<file path="src/rtl/drive_pkg.sv">
// drive_pkg: shared encodings for drive_ctrl and its manual/semi-auto/auto requesters.
package drive_pkg;
    typedef enum logic [1:0] {
        ST_OFF          = 2'b00,
        ST_NOT_STARTING = 2'b01,
        ST_STARTING     = 2'b11,
        ST_MOVING       = 2'b10
    } drive_state_t;
    typedef enum logic [1:0] {
        MODE_MAN  = 2'b00,
        MODE_SEMI = 2'b01,
        MODE_AUTO = 2'b10,
        MODE_RSVD = 2'b11
    } drive_mode_t;
    typedef enum logic [1:0] {PWR_OFF, PWR_ON, WAIT_REL, WAIT_OFF} pwr_state_t;
    localparam int MV_FWD = 3;
    localparam int MV_BWD = 2;
    localparam int MV_L   = 1;
    localparam int MV_R   = 0;
    function automatic logic [1:0] map_mode(input logic [1:0] m);
        return m == MODE_RSVD ? MODE_MAN : m;
    endfunction
endpackage

</file>
<file path="src/rtl/hold_counter.sv">
// hold_counter: saturating press/idle counter; hit flags the cycle whose count reaches limit.
module hold_counter #(
    parameter int W = 32
) (
    input  logic         clk,
    input  logic         rst,
    input  logic         clr,
    input  logic         inc,
    input  logic [W-1:0] limit,
    output logic         hit
);
    logic [W-1:0] cnt;
    assign hit = inc && (cnt + 1'b1 >= limit);
    always_ff @(posedge clk) begin
        if (rst || clr) cnt <= '0;
        else if (inc && cnt < limit) cnt <= cnt + 1'b1;
    end
endmodule

</file>
<file path="src/rtl/drive_ctrl.sv">
// drive_ctrl: power sequencing, requester arbitration and actuator gating for a drive.
// Define DRIVE_CTRL_IDLE_OFF_EN to power off after IDLE_CYC idle cycles in NOT_STARTING.
module drive_ctrl
    import drive_pkg::*;
#(
    parameter int PWR_ON_CYC  = 100_000_000,
    parameter int PWR_OFF_CYC = 300_000_000,
    parameter int IDLE_CYC    = 1_000_000_000
) (
    input  logic       clk,
    input  logic       rst,
    input  logic       power_btn,
    input  logic [1:0] mode_sel,
    input  logic [1:0] man_state_next,
    input  logic [1:0] semi_state_next,
    input  logic [1:0] auto_state_next,
    input  logic       man_stall,
    input  logic [3:0] man_move,
    input  logic [3:0] semi_move,
    input  logic [3:0] auto_move,
    output logic       power_on,
    output logic [1:0] state_cur,
    output logic [1:0] mode_cur,
    output logic [2:0] grant,
    output logic       move_fwd,
    output logic       move_bwd,
    output logic       turn_l,
    output logic       turn_r
);
    pwr_state_t st, st_nx;
    logic [1:0] state_nx, mode_nx, gnext;
    logic [3:0] gmove, mv, mv_nx;
    logic       btn_hit, btn_clr, idle_hit, stop;

    assign power_on = st == WAIT_REL || st == PWR_ON;
    assign grant    = power_on ? 3'b001 << mode_cur : 3'b000;
    assign gnext    = mode_cur == MODE_AUTO ? auto_state_next : mode_cur == MODE_SEMI ? semi_state_next : man_state_next;
    assign gmove    = mode_cur == MODE_AUTO ? auto_move : mode_cur == MODE_SEMI ? semi_move : man_move;
    assign stop     = power_on && (gnext == ST_OFF || (man_stall && mode_cur == MODE_MAN) || idle_hit);
    // Held at zero while waiting for release so one long press cannot toggle power twice.
    assign btn_clr  = !power_btn || st_nx != st || st == WAIT_REL || st == WAIT_OFF;

    hold_counter #(.W(32)) u_btn (
        .clk  (clk),
        .rst  (rst),
        .clr  (btn_clr),
        .inc  (power_btn),
        .limit(st == PWR_OFF ? 32'(PWR_ON_CYC) : 32'(PWR_OFF_CYC)),
        .hit  (btn_hit)
    );

`ifdef DRIVE_CTRL_IDLE_OFF_EN
    logic idle_inc;
    assign idle_inc = st == PWR_ON && state_cur == ST_NOT_STARTING && gnext == ST_NOT_STARTING && gmove == 4'b0000;
    hold_counter #(.W(32)) u_idle (
        .clk  (clk),
        .rst  (rst),
        .clr  (!idle_inc),
        .inc  (idle_inc),
        .limit(32'(IDLE_CYC)),
        .hit  (idle_hit)
    );
`else
    // A negative idle budget is not a valid configuration, so this is constant 0.
    assign idle_hit = IDLE_CYC < 0;
`endif

    always_comb begin
        st_nx    = st;
        state_nx = state_cur;
        mode_nx  = mode_cur;
        mv_nx    = 4'b0000;
        case (st)
            PWR_OFF: if (btn_hit) begin
                st_nx    = WAIT_REL;
                state_nx = ST_NOT_STARTING;
                mode_nx  = map_mode(mode_sel);
            end
            WAIT_OFF: if (!power_btn) st_nx = PWR_OFF;
            default: if ((st == PWR_ON && btn_hit) || stop) begin
                st_nx    = WAIT_OFF;
                state_nx = ST_OFF;
            end else begin
                if (st == WAIT_REL && !power_btn) st_nx = PWR_ON;
                state_nx = gnext;
                if (state_cur == ST_NOT_STARTING && mode_sel != MODE_RSVD) mode_nx = mode_sel;
                mv_nx = mode_nx != mode_cur ? 4'b0000 :
                        {gmove[MV_FWD], gmove[MV_BWD], gmove[MV_L] & ~gmove[MV_R], gmove[MV_R] & ~gmove[MV_L]};
            end
        endcase
    end

    always_ff @(posedge clk) begin
        if (rst) begin
            st        <= PWR_OFF;
            state_cur <= ST_OFF;
            mode_cur  <= MODE_MAN;
            mv        <= 4'b0000;
        end else begin
            st        <= st_nx;
            state_cur <= state_nx;
            mode_cur  <= mode_nx;
            mv        <= mv_nx;
        end
    end

    assign move_fwd = mv[MV_FWD] && state_cur == ST_MOVING;
    assign move_bwd = mv[MV_BWD] && state_cur == ST_MOVING;
    assign turn_l   = mv[MV_L];
    assign turn_r   = mv[MV_R];
endmodule

</file>
<file path="config.mk">
export PLATFORM = sky130hd
export DESIGN_NAME = drive_ctrl
export DESIGN_NICKNAME = d
export VERILOG_FILES = /design/src/rtl/drive_pkg.sv /design/src/rtl/hold_counter.sv /design/src/rtl/drive_ctrl.sv
export SDC_FILE = /design/constraint.sdc
export NUM_CORES = 1
export LEC_CHECK = 0
export ABC_CLOCK_PERIOD_IN_PS = 6350
export CAP_MARGIN = 20
export CORE_UTILIZATION = 60
export DETAILED_ROUTE_END_ITERATION = 10
export DONT_BUFFER_PORTS = 1
export GPL_TIMING_DRIVEN = 0
export HOLD_SLACK_MARGIN = 0.1
export PLACE_DENSITY = 0.75
export SETUP_SLACK_MARGIN = 0.02
export SLEW_MARGIN = 10
export SYNTH_ARGS = -nofsm -noshare
export SYNTH_HDL_FRONTEND = slang
export SYNTH_SLANG_ARGS = --single-unit
export TNS_END_PERCENT = 20
</file>
<file path="constraint.sdc">
create_clock -name clk -period 6.35 [get_ports clk]
set_input_delay 0.635 -clock clk [delete_from_list [all_inputs] [get_ports clk]]
set_output_delay 0.635 -clock clk [all_outputs]
set_load 0.01 [all_outputs]
</file>
==> results.md, run 1 <==
- Clk sinks: 42
- Status: complete, no violations
- Layout fillers: 470
- Setup violations, final: 0
- Area contributors post-synth: dfxtp_1, xor2_1, ha_1, nor2_1, xnor2_1
- Worst Path Buf+Inv: 2
- Seq/Total Area, Yosys: 26.4%
- Layout cells sized above 1: 11.7%
- Setup TNS: 0 ns
- Post-synth EDFFs: 0
- Port Buffers: 0
- Rel. slew slack: 25.7%
- Layout area overhead: 5.73%
- HP Class: reg -> reg
- Core area: 5110 um^2
- Drt via density: 6.10
- Initial Util: 62.4%
- Top-area cell type share of the netlist area: 26.4%
- Initial antenna violation count: 0
- Crit path from: u_btn.cnt[0]
- Worst Clk Skew: 0.00761 ns
- FMAX: 231 MHz
- Post-route cell area: 3370 um^2
- Required @ worst endpoint: 6.54 ns
- Mean Syn Cell Area: 8.07 um^2
- Critical-path top delay cell: nor4_4
- Main synth FF type: dfxtp_1
- Final Max Tran Viols: 0
- Worst Tran Pin Value: 1.11 ns
- Syn_nets: 437
- H-tree depth: 2
- Clk_lat worst skew: 0.30 ns
- Total die area: 5610 um^2
- Distinct cells, synth: 59
- Global-route wire length before repair: 11400 um
- Fin. Hold Viols: 0
- # diodes: 0
- Sequential cell area: 841 um^2
- Post-cts sizing count: 0
- Io pins: 36
- Largest stage delay on the critical path: 0.59 ns
- Min Clock Period, post-route: 4.32 ns
- Maxcap violations: 0
- CTS buffer count: 5
- Routed via count: 2885
- Hold Crit Start: u_btn.cnt[31]
- CP Cell Sequence: ha_1 -> nand2_1 -> nor4_4 -> and2_0 -> clkbuf_1 -> nand2_1 -> xnor2_1 -> ha_1 -> and3_1 -> mux2i_1 -> a211o_1 -> a211oi_2 -> o211ai_1 -> and3b_4 -> o221ai_4 -> buf_6 -> nor2_1
- Initial DRC Count: 176
- Post-CTS Setup Repair Bufs: 0
- Crit. End Element: flop
- Logic pwr share: 4.9%
- Post-route ant nets: 0
- Site Rows: 26
- Static Leak: 0.00120 uW
- Synthesized instance count: 395
- GR Overflow Total: 0
- RSZ-0062 raised after global routing: false
- Maximum clock insertion buffer count: 2
- CP Class: reg -> reg
- Data arrival, critical path: 4.51 ns
- Hold-fix buffers at CTS: 0
- DRC Markers: 0
- Internal: 361 uW
- Drt wl/cell: 15.3 um
- Clk pin slew, worst setup/hold paths: 0.09 ns
- 1st-pass router iterations: 4
- Clock root buffer: clkbuf_8
- Flops & latches, synth: 42
- Period utilisation layout: 68.1%
- Reg power frac: 55.6%
- Die W: 74.9 um
- Cell Pwr Density: 141 nW/um^2
- Sw power: 115 uW
- Fin nets: 444
- Final HPWL DP: 5350 um
- Peak VDD IR: 0.0000956 V
- TritonCTS clock tree: yes
- Setup crit start kind: flop
- Placed cell areas: 3280 um^2
- Cell accounting for the most synthesized area: dfxtp_1
- Final core utilization: 66.0%
- Worst R2R Start: u_btn.cnt[0]
- Switching Share: 24.2%
- Die Y: 74.9 um
- Footprint of the multi-input gates: 2180 um^2
- FFs w/ async S/R, synth: 0%
- Mapped Area: 3190 um^2
- Clk pwr share: 39.5%
- Vias in the first global route: 2411
- Gpl congestion: 0.858
- WL final: 7250 um
- Crit-path leading delay family: simple AND/OR/NAND/NOR gates
- Synth warnings: 0
- CP Max Fanout: 10
- Global router's overall resource usage: 26.8%
- Largest net degree at the start of global routing: 14
-- synthesized netlist by cell type (11+ instances only) --
| cell | n |
|---|---|
| ha_1 | 18 |
| nand4_1 | 14 |
| dfxtp_1 | 42 |
| o21ai_0 | 13 |
| xor2_1 | 26 |
| nand3_1 | 17 |
| nor2_2 | 11 |
| nor2_1 | 43 |
| clkbuf_1 | 14 |
| nand2_1 | 31 |
| and3_1 | 11 |
| xnor2_1 | 16 |
-- state kept, by name, indices dropped and copies added, names as in the netlist --
name       cells
u_btn.cnt     32
mv             4
mode_cur       2
st             2
state_cur      2
-- metrics by stage --
stage,hold slack (ns),instances,setup slack [ns],power (uW)
final,0.500,473,2.03,475
after global routing,0.534,473,1.71,493
after CTS,0.495,473,2.02,479
after detailed placement,0.481,465,2.05,294
after global placement,0.475,465,2.08,293
after floorplan,0.452,395,2.71,289
-- path summary, 6_finish.rpt --
kind	to	slack [ns]	cells past startpoint
worst max-delay path	u_btn.cnt[23]	2.03	17
worst min register to register	u_btn.cnt[31]	0.50	2
worst max register to register	u_btn.cnt[23]	2.03	17
worst min-delay path	u_btn.cnt[31]	0.50	2
-- power by group through the flow --
stage / sequential, uW / clock [uW] / combinational [uW]
6_report: 264 / 188 / 23.5
5_1_grt: 264 / 203 / 25.8
4_1_cts: 264 / 191 / 23.6
3_5_place_dp: 270 / 0 / 23.5
3_3_place_gp: 270 / 0 / 23.0
2_1_floorplan: 270 / 0 / 18.3
-- cell usage in the layout, fill, tap and decap left out, drive strengths merged, types with 3 or more instances in the layout --
cell type   n
a211oi     11
a21oi      10
a31oi       4
and2        4
and3       11
and3b       4
buf         8
clkbuf     22
dfxtp      42
ha         18
inv         9
mux2        6
mux2i       8
nand2      31
nand2b      4
nand3      18
nand4      15
nor2       54
nor2b       9
nor3        7
nor3b       6
nor4       10
o211ai      5
o21ai      13
or2         3
or3         3
xnor2      16
xor2       26
-- layout make-up --
type                            instances  area share (%)
Clock inverter                          2           0.371
Multi-Input combinational cell        320            64.8
Clock buffer                            6            2.45
Buffer                                 24            3.86
Tap cell                               70            2.60
Sequential cell                        42            24.9
Inverter                                9            1.00
-- worst register-to-register path, stage by stage, from the launching register on --
cell	delay, ns
dfxtp_1	0.41
ha_1	0.28
nand2_1	0.15
nor4_4	0.59
and2_0	0.20
clkbuf_1	0.31
nand2_1	0.12
xnor2_1	0.14
ha_1	0.31
and3_1	0.15
mux2i_1	0.06
a211o_1	0.27
a211oi_2	0.27
o211ai_1	0.15
and3b_4	0.24
o221ai_4	0.30
buf_6	0.21
nor2_1	0.06
-- logic make-up (layout without fill, tap and decap cells) --
family | Yosys count | in the layout | synth area share (%)
and+or+nand+nor | 186 | 186 | 31.7
buffers and inverters | 33 | 41 | 5.14
AOI/OAI and AO/OA | 60 | 60 | 13.6
adders and majority gates | 18 | 18 | 7.06
muxes | 14 | 14 | 4.63
xor gates and xnor gates | 42 | 42 | 11.5
DFF | 42 | 42 | 26.4
-- per-layer routing --
metal  up-vias  part of all wire [%]  track usage (%)
li1       1417                     -                -
met2        83                    48             44.4
met4         0                  0.86             6.50
met1      1380                    46             36.7
met5         -                     0                0
met3         5                   4.7             3.75
No activity file was read; power rests on OpenSTA's default activity.
==> run 2: changes to the inputs <==
ABC_CLOCK_PERIOD_IN_PS = 4000   (was 6350)
clock period = 4 ns   (was 6.35 ns; I/O delays follow)
==> run 2 against run 1 <==
Compared with the run above:
- fmax increased by 15%
- global-route usage increased by 0.25 points
- power increased by 59%
- largest power group unchanged
==> results.md, run 2 (same netlist as run 1, synthesis figures left out) <==
- Io pins: 36 (unchanged)
- CP Max Fanout: 7 (-3)
- Final core utilization: 66.9% (+0.93 points)
- Die Y: 74.9 um (unchanged)
- Cell Pwr Density: 221 nW/um^2 (+57%)
- GR Overflow Total: 0 (unchanged)
- Final HPWL DP: 5350 um (unchanged)
- Crit path from: u_btn.cnt[3]
- Maximum clock insertion buffer count: 2 (unchanged)
- Register-to-Register Path Depth: 15 (-2)
- Drt via density: 6.04 (-1.0%)
- Static Leak: 0.00124 uW (+2.8%)
- Top reg by flops: u_btn.cnt
- Clock root buffer: clkbuf_8
- Hold-fix buffers at CTS: 0 (unchanged)
- RSZ-0062 raised after global routing: false
- Drt wl/cell: 15.6 um (+1.8%)
- H-tree depth: 2 (unchanged)
- FMAX: 266 MHz (+15%)
- Total die area: 5610 um^2 (unchanged)
- Clk sinks: 42 (unchanged)
- Final Max Tran Viols: 0 (unchanged)
- Setup TNS: 0 ns (unchanged)
- Site Rows: 26 (unchanged)
- Global-route wire length before repair: 11500 um (+0.84%)
- Fin nets: 445 (+0.23%)
- Rel. slew slack: 25.5% (-0.16 points)
- CP endpoint: mode_cur[0]
- Biggest regs: u_btn.cnt x32, mv x4
- Register-to-register path setup slack: 0.24 ns (-1.79 ns)
- Largest net degree at the start of global routing: 14 (unchanged)
- Clk pin slew, worst setup/hold paths: 0.09 ns (about the same)
- Placed cells: 465 (unchanged)
- Min Clock Period, post-route: 3.76 ns (-0.559 ns)
- Max reg flops: 32 (unchanged)
- Initial DRC Count: 168 (-4.5%)
- Port Buffers: 0 (unchanged)
- 1st-pass router iterations: 4 (unchanged)
- Initial antenna violation count: 0 (unchanged)
- Layout fillers: 459 (-2.3%)
- Setup crit start kind: flop
- Worst Tran Pin Value: 1.11 ns (+0.00243 ns)
- Maxcap violations: 0 (unchanged)
- Global router's overall resource usage: 27.0% (+0.25 points)
- Data arrival, critical path: 3.96 ns (-0.55 ns)
- Period utilisation layout: 94.1% (+26 points)
- Peak VDD IR: 0.000151 V (+58%)
- Status: complete, no violations
- Worst Clk Skew: 0.00652 ns (-0.00108 ns)
- Core area: 5110 um^2 (unchanged)
- Routed via count: 2861 (-0.83%)
- Initial Util: 62.4% (unchanged)
- Placed cell areas: 3280 um^2 (unchanged)
- Setup violations, final: 0 (unchanged)
- Worst R2R Start: u_btn.cnt[3]
- Required @ worst endpoint: 4.20 ns (-2.34 ns)
- Post-route cell area: 3420 um^2 (+1.4%)
- Die W: 74.9 um (unchanged)
- TritonCTS clock tree: yes
- WL final: 7400 um (+2.0%)
- # diodes: 0 (unchanged)
- HP Class: in -> reg
- Layout area overhead: 7.22%
- Gpl congestion: 0.858 (unchanged)
- Most frequent cells in the layout: nor2_1, dfxtp_1, nand2_1, xor2_1
- CTS buffer count: 5 (unchanged)
- Most common cell after layout, fill and taps aside: nor2_1
- Crit. End Element: flop
- R2r endpoint: mode_cur[0]
- CP Class: reg -> reg
- Layout cells sized above 1: 14.4% (+2.7 points)
- Clk_lat worst skew: 0.30 ns (about the same)
- Vias in the first global route: 2445 (+1.4%)
- Final Non-Filler Cells: 474 (+0.21%)
- DRC Markers: 0 (unchanged)
- Fin. Hold Viols: 0 (unchanged)
- Post-route ant nets: 0 (unchanged)
## run 2: cell types whose count changed in the layout (fill, tap and decap cells not counted), moves of 2 or more
cell,change
clkbuf_1,-4
buf_4,+3
dfxtp_2,+2
dfxtp_1,-2
clkbuf_2,+2
## run 2: per-layer routing
layer,share of wire (%),routed length (um),track usage (%),vias up
li1,-,-,-,1416
met1,46,3390,36.7,1351
met2,48,3520,45.3,86
met3,5.4,403,3.75,8
met4,1.1,82,6.71,0
met5,0,0,0,-
## run 2: power by group
part / switching, uW / internal [uW]
Clock: 159 / 139
Combinational: 22.7 / 15.7
Sequential: 1.29 / 419
Total: 183 / 573
## run 2: how the worst min path moves through the flow
| stage | cells after the start | from | to | slack [ns] |
|---|---|---|---|---|
| after floorplan | 2 | u_btn.cnt[31] | u_btn.cnt[31] | 0.45 |
| after global placement | 2 | u_btn.cnt[31] | u_btn.cnt[31] | 0.47 |
| after detailed placement | 2 | u_btn.cnt[31] | u_btn.cnt[31] | 0.48 |
| after CTS | 2 | semi_move[3] | mv[3] | 0.35 |
| after global routing | 2 | semi_move[2] | mv[2] | 0.36 |
| final | 2 | semi_move[2] | mv[2] | 0.36 |
## run 2: final cells by class
class	count	area (um^2)	share of cell area (%)
Tap cell	70	87.6	2.56
Inverter	9	33.8	0.988
Sequential cell	42	843	24.7
Clock buffer	6	82.6	2.42
Multi-Input combinational cell	320	2210	64.7
Timing Repair Buffer	3	22.5	0.659
Clock inverter	2	12.5	0.366
Buffer	22	125	3.66
## run 2: what timing repair did
item / 4_1_cts / 5_1_grt
pin swaps: 1 / 5
setup endpoints to repair: 41 / 41
resized for setup: 0 / 12
setup buffers: 1 / 2
## run 2: per-stage QoR
| stage | worst slack, ns | power, uW | hold WS, ns |
|---|---|---|---|
| finish | 0.236 | 757 | 0.359 |
| CTS | 0.0503 | 760 | 0.353 |
| floorplan | 0.362 | 458 | 0.452 |
| detailed placement | -0.304 | 466 | 0.481 |
| global route | 0.00778 | 784 | 0.356 |
| global placement | -0.273 | 466 | 0.475 |
## run 2: worst max-delay path: stages (launching register included)
cell and delay (ns):
dfxtp_1 0.43, nand3_1 0.26, nor4_4 0.36, and2_0 0.17, clkbuf_2 0.20, nand2_1 0.09, xnor2_1 0.13, ha_1 0.32
and3_1 0.15, mux2i_1 0.06, a211o_1 0.27, a211oi_2 0.27, o211ai_1 0.15, and3b_4 0.24, a22oi_2 0.21, mux2_2 0.35
